==> src/rtl/shared_port_arbiter.sv <==
// shared_port_arbiter: round-robin arbiter sharing one multi-cycle resource
// port among N requesters. Grants are held until done or watchdog expiry;
// priority then rotates past the last winner. Back-to-back grants have no
// idle bubble.
module shared_port_arbiter #(
    parameter int unsigned N       = 4,
    parameter int unsigned IDX_W   = 2,
    parameter int unsigned TIMEOUT = 255
) (
    input  logic             clk,
    input  logic             rst,
    input  logic [N-1:0]     req,
    input  logic             done,
    output logic [N-1:0]     grant,
    output logic [IDX_W-1:0] grant_idx,
    output logic             grant_valid,
    output logic             start,
    output logic             timeout
);

    localparam int unsigned CNT_W = (TIMEOUT < 2) ? 1 : $clog2(TIMEOUT + 1);

    typedef enum logic {IDLE, BUSY} state_t;

    state_t           state_q, state_d;
    logic [IDX_W-1:0] ptr_q, ptr_d;
    logic [CNT_W-1:0] cnt_q, cnt_d;
    logic [N-1:0]     grant_q, grant_d;
    logic [IDX_W-1:0] idx_q, idx_d;
    logic             valid_q, valid_d;
    logic             start_q, start_d;
    logic             timeout_q, timeout_d;

    logic             any_req;
    logic             rel;
    logic             forced;
    logic [IDX_W-1:0] next_base;
    logic [IDX_W-1:0] pick_base;
    logic [IDX_W-1:0] pick_idx;

    // Lowest requester at or above base; falls back to lowest requester overall.
    function automatic logic [IDX_W-1:0] pick(input logic [N-1:0] r,
                                              input logic [IDX_W-1:0] base);
        logic [IDX_W-1:0] res_m;
        logic [IDX_W-1:0] res_r;
        logic             found_m;
        res_m   = '0;
        res_r   = '0;
        found_m = 1'b0;
        for (int unsigned k = 0; k < N; k++) begin
            int unsigned i;
            i = N - 1 - k;
            if (r[i]) begin
                res_r = IDX_W'(i);
                if (i >= 32'(base)) begin
                    res_m   = IDX_W'(i);
                    found_m = 1'b1;
                end
            end
        end
        return found_m ? res_m : res_r;
    endfunction

    function automatic logic [N-1:0] onehot(input logic [IDX_W-1:0] idx);
        logic [N-1:0] v;
        v = '0;
        for (int unsigned i = 0; i < N; i++) begin
            v[i] = (idx == IDX_W'(i));
        end
        return v;
    endfunction

    // Release detection and priority base selection.
    always_comb begin
        any_req   = |req;
        rel       = (state_q == BUSY) &&
                    (done || ((TIMEOUT != 0) && (cnt_q == CNT_W'(TIMEOUT))));
        forced    = rel && !done;
        next_base = (idx_q == IDX_W'(N - 1)) ? '0 : idx_q + 1'b1;
        pick_base = (state_q == BUSY) ? next_base : ptr_q;
        pick_idx  = pick(req, pick_base);
    end

    // State and registered outputs.
    always_ff @(posedge clk) begin
        if (rst) begin
            state_q   <= IDLE;
            ptr_q     <= '0;
            cnt_q     <= '0;
            grant_q   <= '0;
            idx_q     <= '0;
            valid_q   <= 1'b0;
            start_q   <= 1'b0;
            timeout_q <= 1'b0;
        end else begin
            state_q   <= state_d;
            ptr_q     <= ptr_d;
            cnt_q     <= cnt_d;
            grant_q   <= grant_d;
            idx_q     <= idx_d;
            valid_q   <= valid_d;
            start_q   <= start_d;
            timeout_q <= timeout_d;
        end
    end

    // Next-state: enter BUSY on any request, leave only when a release finds no requester.
    always_comb begin
        state_d = state_q;
        case (state_q)
            IDLE:    if (any_req) state_d = BUSY;
            BUSY:    if (rel && !any_req) state_d = IDLE;
            default: state_d = IDLE;
        endcase
    end

    // Grant, pointer, hold counter and pulse updates.
    always_comb begin
        ptr_d     = ptr_q;
        cnt_d     = cnt_q;
        grant_d   = grant_q;
        idx_d     = idx_q;
        valid_d   = valid_q;
        start_d   = 1'b0;
        timeout_d = 1'b0;
        case (state_q)
            IDLE: begin
                if (any_req) begin
                    idx_d   = pick_idx;
                    grant_d = onehot(pick_idx);
                    valid_d = 1'b1;
                    start_d = 1'b1;
                    cnt_d   = CNT_W'(1);
                end
            end
            BUSY: begin
                if (rel) begin
                    ptr_d     = next_base;
                    timeout_d = forced;
                    if (any_req) begin
                        idx_d   = pick_idx;
                        grant_d = onehot(pick_idx);
                        valid_d = 1'b1;
                        start_d = 1'b1;
                        cnt_d   = CNT_W'(1);
                    end else begin
                        idx_d   = '0;
                        grant_d = '0;
                        valid_d = 1'b0;
                        cnt_d   = '0;
                    end
                end else begin
                    cnt_d = cnt_q + 1'b1;
                end
            end
            default: ;
        endcase
    end

    assign grant       = grant_q;
    assign grant_idx   = idx_q;
    assign grant_valid = valid_q;
    assign start       = start_q;
    assign timeout     = timeout_q;

endmodule

==> config.mk <==
export PLATFORM = sky130hd
export DESIGN_NAME = shared_port_arbiter
export DESIGN_NICKNAME = d
export VERILOG_FILES = /design/src/rtl/shared_port_arbiter.sv
export SDC_FILE = /design/constraint.sdc
export NUM_CORES = 1
export LEC_CHECK = 0
export ABC_AREA = 1
export CORE_ASPECT_RATIO = 1.5
export CORE_MARGIN = 3
export CORE_UTILIZATION = 48
export CTS_CLUSTER_DIAMETER = 80
export DETAILED_ROUTE_END_ITERATION = 16
export GPL_TIMING_DRIVEN = 0
export PLACE_DENSITY_LB_ADDON = 0.3
export RECOVER_POWER = 25
export SLEW_MARGIN = 20
export SYNTH_ARGS = -nofsm -noshare
export SYNTH_HDL_FRONTEND = slang
export SYNTH_SLANG_ARGS = --single-unit
==> constraint.sdc <==
create_clock -name clk -period 2.4 [get_ports clk]
set_input_delay 0.24 -clock clk [delete_from_list [all_inputs] [get_ports clk]]
set_output_delay 0.24 -clock clk [all_outputs]
set_load 0.05 [all_outputs]
## Word-level counts from Yosys, hierarchy flattened

Index checks and enable logic that the tools add are counted.

- Word-level logic and storage cells: 73
- Output and inout bits: 9
- Bits in registers: 20
- Bits of input ports: 7

- Multiplexer cells: 40
- $add $sub $neg: 2
- Magnitude comparators: 3
- Bitwise gates (word level): 2
- Reductions and logical operators: 11
- Equality and inequality tests: 7

Operator list:

| cell | number |
|---|---|
| 2-bit 2-to-1 mux | 16 |
| 8-bit 2-to-1 mux | 2 |
| 8-bit case mux with 2 select lines | 1 |
| 1-bit 2-to-1 mux | 13 |
| 4-bit 2-to-1 mux | 3 |
| 8-bit by 1-bit adder with 8-bit output, second input constant | 1 |
| 8-bit equality test, second input constant | 1 |
| 4-bit case mux with 2 select lines | 1 |
| 2-bit equality test, second input constant | 3 |
| 1-bit case mux with 2 select lines | 3 |
| 1-bit by 2-bit greater-or-equal comparator with 1-bit output, first input constant | 2 |
| 2-bit case mux with 2 select lines | 1 |
| 2-bit AND reduction | 2 |
| 4-bit OR reduction | 1 |
| 1-bit logical AND | 3 |
| 3-bit OR reduction | 1 |
| 2-bit by 1-bit adder with 2-bit output, second input constant | 1 |
| 2-bit by 1-bit equality test with 1-bit output, second input constant | 1 |
| 2-bit greater-or-equal comparator, first input constant | 1 |
| 1-bit logical NOT | 2 |
| 2-bit logical NOT | 1 |
| 2-bit by 1-bit inequality test with 1-bit output, second input constant | 1 |
| 2-bit inequality test, second input constant | 1 |
| 1-bit NOT | 2 |
| 1-bit logical OR | 1 |

## Depth between registers and ports, before layout

Gate-level depths: netlist (run 1).

- Word-level depth: 15
- Depth in mapped cells: 12
- Depth with buffers taken out: 12

## Worst setup path after synthesis (run 1)

No wires, ideal clock.

- Path kind: register to register
- Start: reg idx_q[0] (netlist: grant_idx[0])
- End: reg grant_q[2] (netlist: grant[2])
- Slack: 619 ps
- Buffers on the path: 0
- Arrival: 1,649 ps
- Library setup time: 132 ps
- Stages on the path, launching flop included: 12
- Data required time: 2,268 ps
- Cell sequence: dfxtp_1 ha_1 nand2_1 nand2_2 nor2_4 nand2_2 nand2_1 inv_2 nand2_1 inv_1 nand3_1 a21oi_1

- Cells in the longest elaborated chain, start to end: 15
- Elaborated cells on any way between the ends: 25
- Those cells by class: add/sub: 1; order compare: 3; eq/ne: 2; mux: 19

RTL lines:

| element | line | RTL |
|---|---|---|
| from (decl) | 29 | `logic [IDX_W-1:0] idx_q, idx_d;` |
| from (signal assigned) | 100 | `idx_q <= idx_d;` |
| 2-bit by 1-bit adder with 2-bit output / 2-bit equality test (equally long branches) | 79 | `next_base = (idx_q == IDX_W'(N - 1)) ? '0 : idx_q + 1'b1;` |
| 2-bit 2-to-1 mux (*) | 79 |  |
| via next_base[1] | 37 | `logic [IDX_W-1:0] next_base;` |
| 2-bit 2-to-1 mux (*) | 80 | `pick_base = (state_q == BUSY) ? next_base : ptr_q;` |
| 2-bit greater-or-equal comparator | 55 | `if (i >= 32'(base)) begin` |
| 2-bit 2-to-1 mux / 1-bit 2-to-1 mux (equally long branches) | 55 |  |
| 2-bit 2-to-1 mux / 1-bit 2-to-1 mux (equally long branches) | 53 | `if (r[i]) begin` |
| 2-bit 2-to-1 mux / 1-bit 2-to-1 mux (equally long branches) | 55 |  |
| 2-bit 2-to-1 mux / 1-bit 2-to-1 mux (equally long branches) | 53 |  |
| 2-bit 2-to-1 mux / 1-bit 2-to-1 mux (equally long branches) | 55 |  |
| 2-bit 2-to-1 mux / 1-bit 2-to-1 mux (equally long branches) | 53 |  |
| 2-bit 2-to-1 mux (*) | 61 | `return found_m ? res_m : res_r;` |
| 2-bit equality test (*) | 68 | `v[i] = (idx == IDX_W'(i));` |
| 4-bit 2-to-1 mux | 140 | `if (any_req) begin` |
| 4-bit 2-to-1 mux | 137 | `if (rel) begin` |
| 4-bit case mux with 2 select lines (*) | 126 | `case (state_q)` |
| to (signal assigned) | 99 | `grant_q <= grant_d;` |
| to (decl) | 28 | `logic [N-1:0] grant_q, grant_d;` |

The timed path passes the listed nets; every way through them passes the cells marked *. The select of a mux whose other input is x is not followed.
A chain may end at the register's enable or synchronous reset.

## Worst setup path in the final report (run 1)

- Start: reg cnt_q[0]
- End: reg grant_q[0] (netlist: grant[0])

- Cells in the longest elaborated chain, start to end: 5

RTL lines:

| element | line | RTL |
|---|---|---|
| from (decl) | 27 | `logic [CNT_W-1:0] cnt_q, cnt_d;` |
| from (signal assigned) | 98 | `cnt_q <= cnt_d;` |
| 8-bit equality test | 77 | `(done \|\| ((TIMEOUT != 0) && (cnt_q == CNT_W'(TIMEOUT))));` |
| 1-bit logical OR | 77 |  |
| 1-bit logical AND | 76 | `rel = (state_q == BUSY) &&` |
| 2-bit by 1-bit inequality test with 1-bit output (no source line) | n/a |  |
| 2-bit AND reduction (no source line) | n/a |  |

No other way between the ends.

==> impl_metrics.tcl, run 1 <==
set metrics [dict create \
    ir_worst_vdd_mv 0.360 \
    worstRegToRegCells 9 \
    cap_violations 0 \
    pwr_density_cell_nw_per_um2 592 \
    cts_setup_buffers 0 \
    drive_above_1_share_pct 14.1 \
    grt_pass1_vias 991 \
    place_congestion 0.756 \
    num_antenna_cells 0 \
    hold_path_end "grant_idx[0]$_SDFFE_PP0P_" \
    cp-end-kind "register" \
    fp-row-count 20 \
    grt_antenna_before_repair 0 \
    synth-seq-cells 20 \
    cts.reportedPaths.clkPinSlew_ns 0.11 \
    fmax_mhz 546 \
    regToRegSetupSlack_ns 0.57 \
    wl_per_cell_um 11.2 \
    holdWs_ns 0.317 \
    top_layer_used "met4" \
    syn_nets 161 \
    yosysTopAreaCell "dfxtp_1" \
    synthCells 152 \
    fin_util_pct 60.8 \
    io_pins 16 \
    syn_area_sq_um 1090 \
    worstPathArrival_ns 2.01 \
    fin_tns_setup_ns 0 \
    die_h_um 64.5 \
    ys.flop_type "dfxtp_1" \
    grt_pass1_wl_mm 3.88 \
    gr-total-overflow 0 \
    cts_tree "done" \
    placed_area_sq_um 1260 \
    min_from "rst" \
    post-synth-top-count-cell "nand2_1" \
    finClkSkew_ns 0.00403 \
    startpoint_type "register" \
    synth_cell_types 25 \
    synth_edf_count 0 \
    die_x_um 45.0 \
    synthToLayoutAreaGrowth_pct 16.8 \
    start_util_pct 52.1 \
    whs_path_depth 2 \
    ant_nets 0 \
    drt_iter0_markers 19 \
    power_mw 0.757 \
    clk_root_buffer_cell "clkbuf_4" \
    min_path_type "input port to register" \
    wl_mm 2.15 \
    clock_tree.buffer_depth 2 \
    period_needed_ns 1.83 \
    io_buffers 14 \
    setup_viol 0 \
    clk_latency_ns 0.30 \
    wl_met1_um 878 \
    wl_met3_um 74 \
    cts_made_buffers 3 \
    yosysTopAreaCellShare_pct 36.6 \
    rsz0062_at_grt "no" \
    post-route-period-util_pct 76.4 \
    grt_max_degree 12 \
    drc 0 \
    drt_pass1_iterations 4 \
    fill_cells 211 \
    status "finished clean" \
    max-slew-margin-rel_pct 66.7 \
    route.met2.wl_mm 1.15 \
    drv_slew 0 \
    multi_input_area_sq_um 568 \
    cts.sinks 20 \
    cts-htree-levels 1 \
    postLayoutCellArea_sq_um 1280 \
    cts.hold.buffers_added 0 \
    routed_via_density 5.19 \
    seqCellArea_sq_um 400 \
    fin_nets 180 \
    async_reset_ff_share_pct 0 \
    cts-resized-gates 0 \
    cp.required_ns 2.58 \
    yosys_warnings 0 \
    dp_hpwl_mm 1.71 \
    finalHoldViolCount 0 \
    cp_max_fo 7 \
    core_sq_um 2100 \
    r2r-start "cnt_q[0]$_SDFFE_PP0P_" \
    timing.rr.end "grant[0]$_SDFFE_PP0P_" \
    syn_avg_cell_area_sq_um 7.20 \
    ys_seq_area_share_pct 36.6 \
    cp-startpoint "cnt_q[0]$_SDFFE_PP0P_" \
    worst_pin_slew_ns 0.498 \
    grt_usage_pct 17.4 \
    die_area_sq_um 2900 \
    num_vias 997 \
    critPathKind "register to register" \
    synthTopCellsByArea "dfxtp_1 37%, nand2_1 12%, a21oi_1 7.8%" \
    power_leakage_nw 0.544 \
    synth.top_cells.by_count "36 x nand2_1, 20 x dfxtp_1, 17 x a21oi_1, 17 x inv_1, 12 x nand3_1" \
]
-- report_power, final --
part | internal (mW) | leakage (nW) | switching, mW
sequential | 0.350 | 0.164 | 0.0114
combinational | 0.0714 | 0.359 | 0.130
clock | 0.0926 | 0.0210 | 0.102
total | 0.514 | 0.544 | 0.243
-- logic make-up (layout without fill, tap and decap cells) --
kind of cell | after synthesis | in the layout | share of synthesized area (%)
simple gates | 77 | 77 | 37.0
compound gates | 27 | 27 | 13.6
buf+inv | 25 | 43 | 9.71
flops | 20 | 20 | 36.6
fa+ha+maj | 2 | 2 | 2.29
xor+xnor | 1 | 1 | 0.800
-- through the flow --
| step | setup slack [ns] | cells |
|---|---|---|
| floorplan | 0.619 | 152 |
| global placement | 0.660 | 188 |
| detailed placement | 0.641 | 188 |
| CTS | 0.599 | 192 |
| global route | 0.403 | 192 |
| finish | 0.567 | 192 |
-- cell type report --
class | instances | area share [%]
clock buffer | 4 | 2.84
buffer | 3 | 1.47
inverter | 22 | 6.85
timing repair buffer | 14 | 11.0
multi-input combinational | 107 | 44.4
sequential | 20 | 31.3
tap | 22 | 2.15
-- layer usage --
metal  GRT usage, %  vias up
met1           18.0      456
met3           1.94        5
met4           7.69        0
met2           32.8       14
li1               -      522
met5              0        -
-- sequential cells by signal, summed over array words and instances, names as in the netlist --
name         cells
start            1
timeout          1
grant_valid      1
ptr_q            2
grant            4
state_q          1
cnt_q            8
grant_idx        2
-- worst max path at each step --
stage,end,slack [ns]
3_3_place_gp,grant[3]$_SDFFE_PP0P_,0.66
3_5_place_dp,grant[2]$_SDFFE_PP0P_,0.64
6_report,grant[0]$_SDFFE_PP0P_,0.57
2_1_floorplan,grant[2]$_SDFFE_PP0P_,0.62
4_1_cts,grant_idx[0],0.60
5_1_grt,grant[3]$_SDFFE_PP0P_,0.40
-- cell usage in the layout, fill, tap and decap left out, types with 2 or more instances in the layout --
master / instances
nand2_1: 36
dfxtp_1: 20
inv_1: 17
a21oi_1: 17
nand3_1: 14
clkdlybuf4s50_1: 14
nor2_1: 11
nand2_2: 6
o21ai_0: 5
inv_2: 4
o21a_1: 3
clkbuf_4: 3
nor2_4: 2
clkbuf_1: 2
nor2_8: 2
nor3_1: 2
ha_1: 2
-- worst max-delay path, cell delays in order (launching register included) --
cell and delay (ns):
dfxtp_1 0.40, ha_1 0.20, nand3_1 0.13, or2_2 0.33, nand3_1 0.24, inv_6 0.09
nor2_8 0.11, inv_2 0.08, nand2_1 0.06, a21oi_1 0.06
No activity file was read; power rests on OpenSTA's default activity.
==> run 2: changes to the inputs <==
CORE_UTILIZATION = 47   (was 48)
clock period = 1.5 ns   (was 2.4 ns; I/O delays follow)
==> impl_metrics.tcl, run 2 (synthesis results as in run 1) <==
set metrics [dict create \
    period_needed_ns 1.46 \
    worst_pin_slew_ns 0.506 \
    die_x_um 45.4 \
    finalHoldViolCount 0 \
    core_sq_um 2130 \
    min_path_type "input port to register" \
    dp_slack_ns -0.171 \
    synthToLayoutAreaGrowth_pct 31.3 \
    ir_worst_vdd_mv 0.569 \
    cts_made_buffers 3 \
    cts.hold.buffers_added 0 \
    grtUsageMet1_pct 17.9 \
    drt_iter0_markers 29 \
    max-slew-margin-rel_pct 66.4 \
    die_area_sq_um 2960 \
    largest-register "cnt_q" \
    worstPathArrival_ns 1.66 \
    clk_root_buffer_cell "clkbuf_4" \
    num_antenna_cells 0 \
    cts-htree-levels 1 \
    fin_nets 187 \
    place_congestion 0.770 \
    clock_tree.buffer_depth 2 \
    power_leakage_nw 0.627 \
    drc 0 \
    io_pins 16 \
    dp_hpwl_mm 1.78 \
    layout_common_cells "31 x nand2_1, 16 x inv_1, 16 x a21oi_1, 15 x dfxtp_1" \
    setup_ws_ns 0.0353 \
    max_stage_delay_ns 0.38 \
    die_h_um 65.1 \
    wl_per_cell_um 12.1 \
    grt_pass1_wl_mm 3.97 \
    clk_latency_ns 0.31 \
    fp-row-count 20 \
    layout_commonest_cell "nand2_1" \
    cp.required_ns 1.69 \
    cts.sinks 20 \
    slowest_stage "dfxtp_4" \
    pwr_density_cell_nw_per_um2 847 \
    fmax_mhz 683 \
    grt_max_degree 12 \
    num_vias 1044 \
    cp-end-kind "register" \
    cts.reportedPaths.clkPinSlew_ns 0.11 \
    setup_viol 0 \
    cap_violations 0 \
    postLayoutCellArea_sq_um 1440 \
    grtUsageMet2_pct 33.4 \
    crit_top_cell "nand2_2" \
    grt_usage_pct 17.9 \
    top_usage_layer "met2" \
    ant_nets 0 \
    drt_pass1_iterations 4 \
    grt_pass1_vias 985 \
    cts_tree "done" \
    wl_mm 2.41 \
    drive_above_1_share_pct 29.4 \
    rsz0062_at_grt "yes" \
    critPathKind "register to register" \
    start_util_pct 51.5 \
    post-route-period-util_pct 97.6 \
    drv_slew 0 \
    gr-total-overflow 0 \
    finClkSkew_ns 0.00341 \
    crit_chain "ha_4 -> nand2_2 -> nand2_4 -> nand2_2 -> nand2_2 -> nand2_2 -> nor2_4 -> nor2_8 -> nand2_1 -> a21oi_2" \
    largest_reg_flops 8 \
    fill_cells 186 \
    status "finished clean" \
    use_met3_pct 1.92 \
    placed_area_sq_um 1290 \
    fin_tns_setup_ns 0 \
    routed_via_density 5.25 \
    io_buffers 14 \
    grt_antenna_before_repair 0 \
    startpoint_type "register" \
    cp_max_fo 4 \
]
run 2: worst max-delay path, delay by kind of cell, from the launching register on:
kind	cells	cell delay, ns
DFF	1	0.38
AOI/OAI and AO/OA	1	0.05
adders and majority gates	1	0.26
and+or+nand+nor	8	0.64
run 2: final timing paths:
kind / from / endpoint / slack [ns] / depth (start not counted)
setup / recovery: grant_idx[0]$_SDFFE_PP0P_ / grant_idx[0]$_SDFFE_PP0P_ / 0.04 / 10
hold / removal: rst / grant_idx[0]$_SDFFE_PP0P_ / 0.22 / 2
setup reg to reg: grant_idx[0]$_SDFFE_PP0P_ / grant_idx[0]$_SDFFE_PP0P_ / 0.04 / 10
hold reg to reg: grant[2]$_SDFFE_PP0P_ / grant[2]$_SDFFE_PP0P_ / 0.47 / 2
run 2: area by class of cell:
type | instances | area, sq um | area share (%)
Inverter | 22 | 90.1 | 6.27
Buffer | 3 | 18.8 | 1.31
Multi-Input combinational cell | 107 | 682 | 47.4
Sequential cell | 20 | 412 | 28.6
Timing Repair Buffer | 21 | 181 | 12.6
Tap cell | 22 | 27.5 | 1.91
Clock buffer | 3 | 22.5 | 1.57
Clock inverter | 1 | 3.75 | 0.261
run 2: metal layers:
metal,vias up,wire [um]
met5,-,0
met4,0,73
met3,7,64
met2,18,1330
met1,486,936
li1,533,-
run 2: stage by stage:
step / utilization [%] / hold slack (ns) / std cells / total power, mW
after floorplan: - / 0.229 / 152 / 0.841
after CTS: 64.4 / 0.219 / 196 / 1.20
final: 67.6 / 0.216 / 199 / 1.22
after detailed placement: 60.8 / 0.461 / 188 / 0.932
after global routing: 67.6 / 0.235 / 199 / 1.28
after global placement: 60.8 / 0.456 / 188 / 0.923
run 2: report_power, final:
group	internal [mW]	switching, mW	leakage [nW]	total [mW]
combinational	0.134	0.241	0.445	0.374
sequential	0.561	0.0205	0.166	0.582
clock	0.0974	0.164	0.0154	0.262
total	0.793	0.425	0.627	1.22
run 2: timing repair:
action	CTS	global route
resized for setup	18	14
pin swaps	3	6
buffers inserted	4	3
setup endpoints to repair	19	13
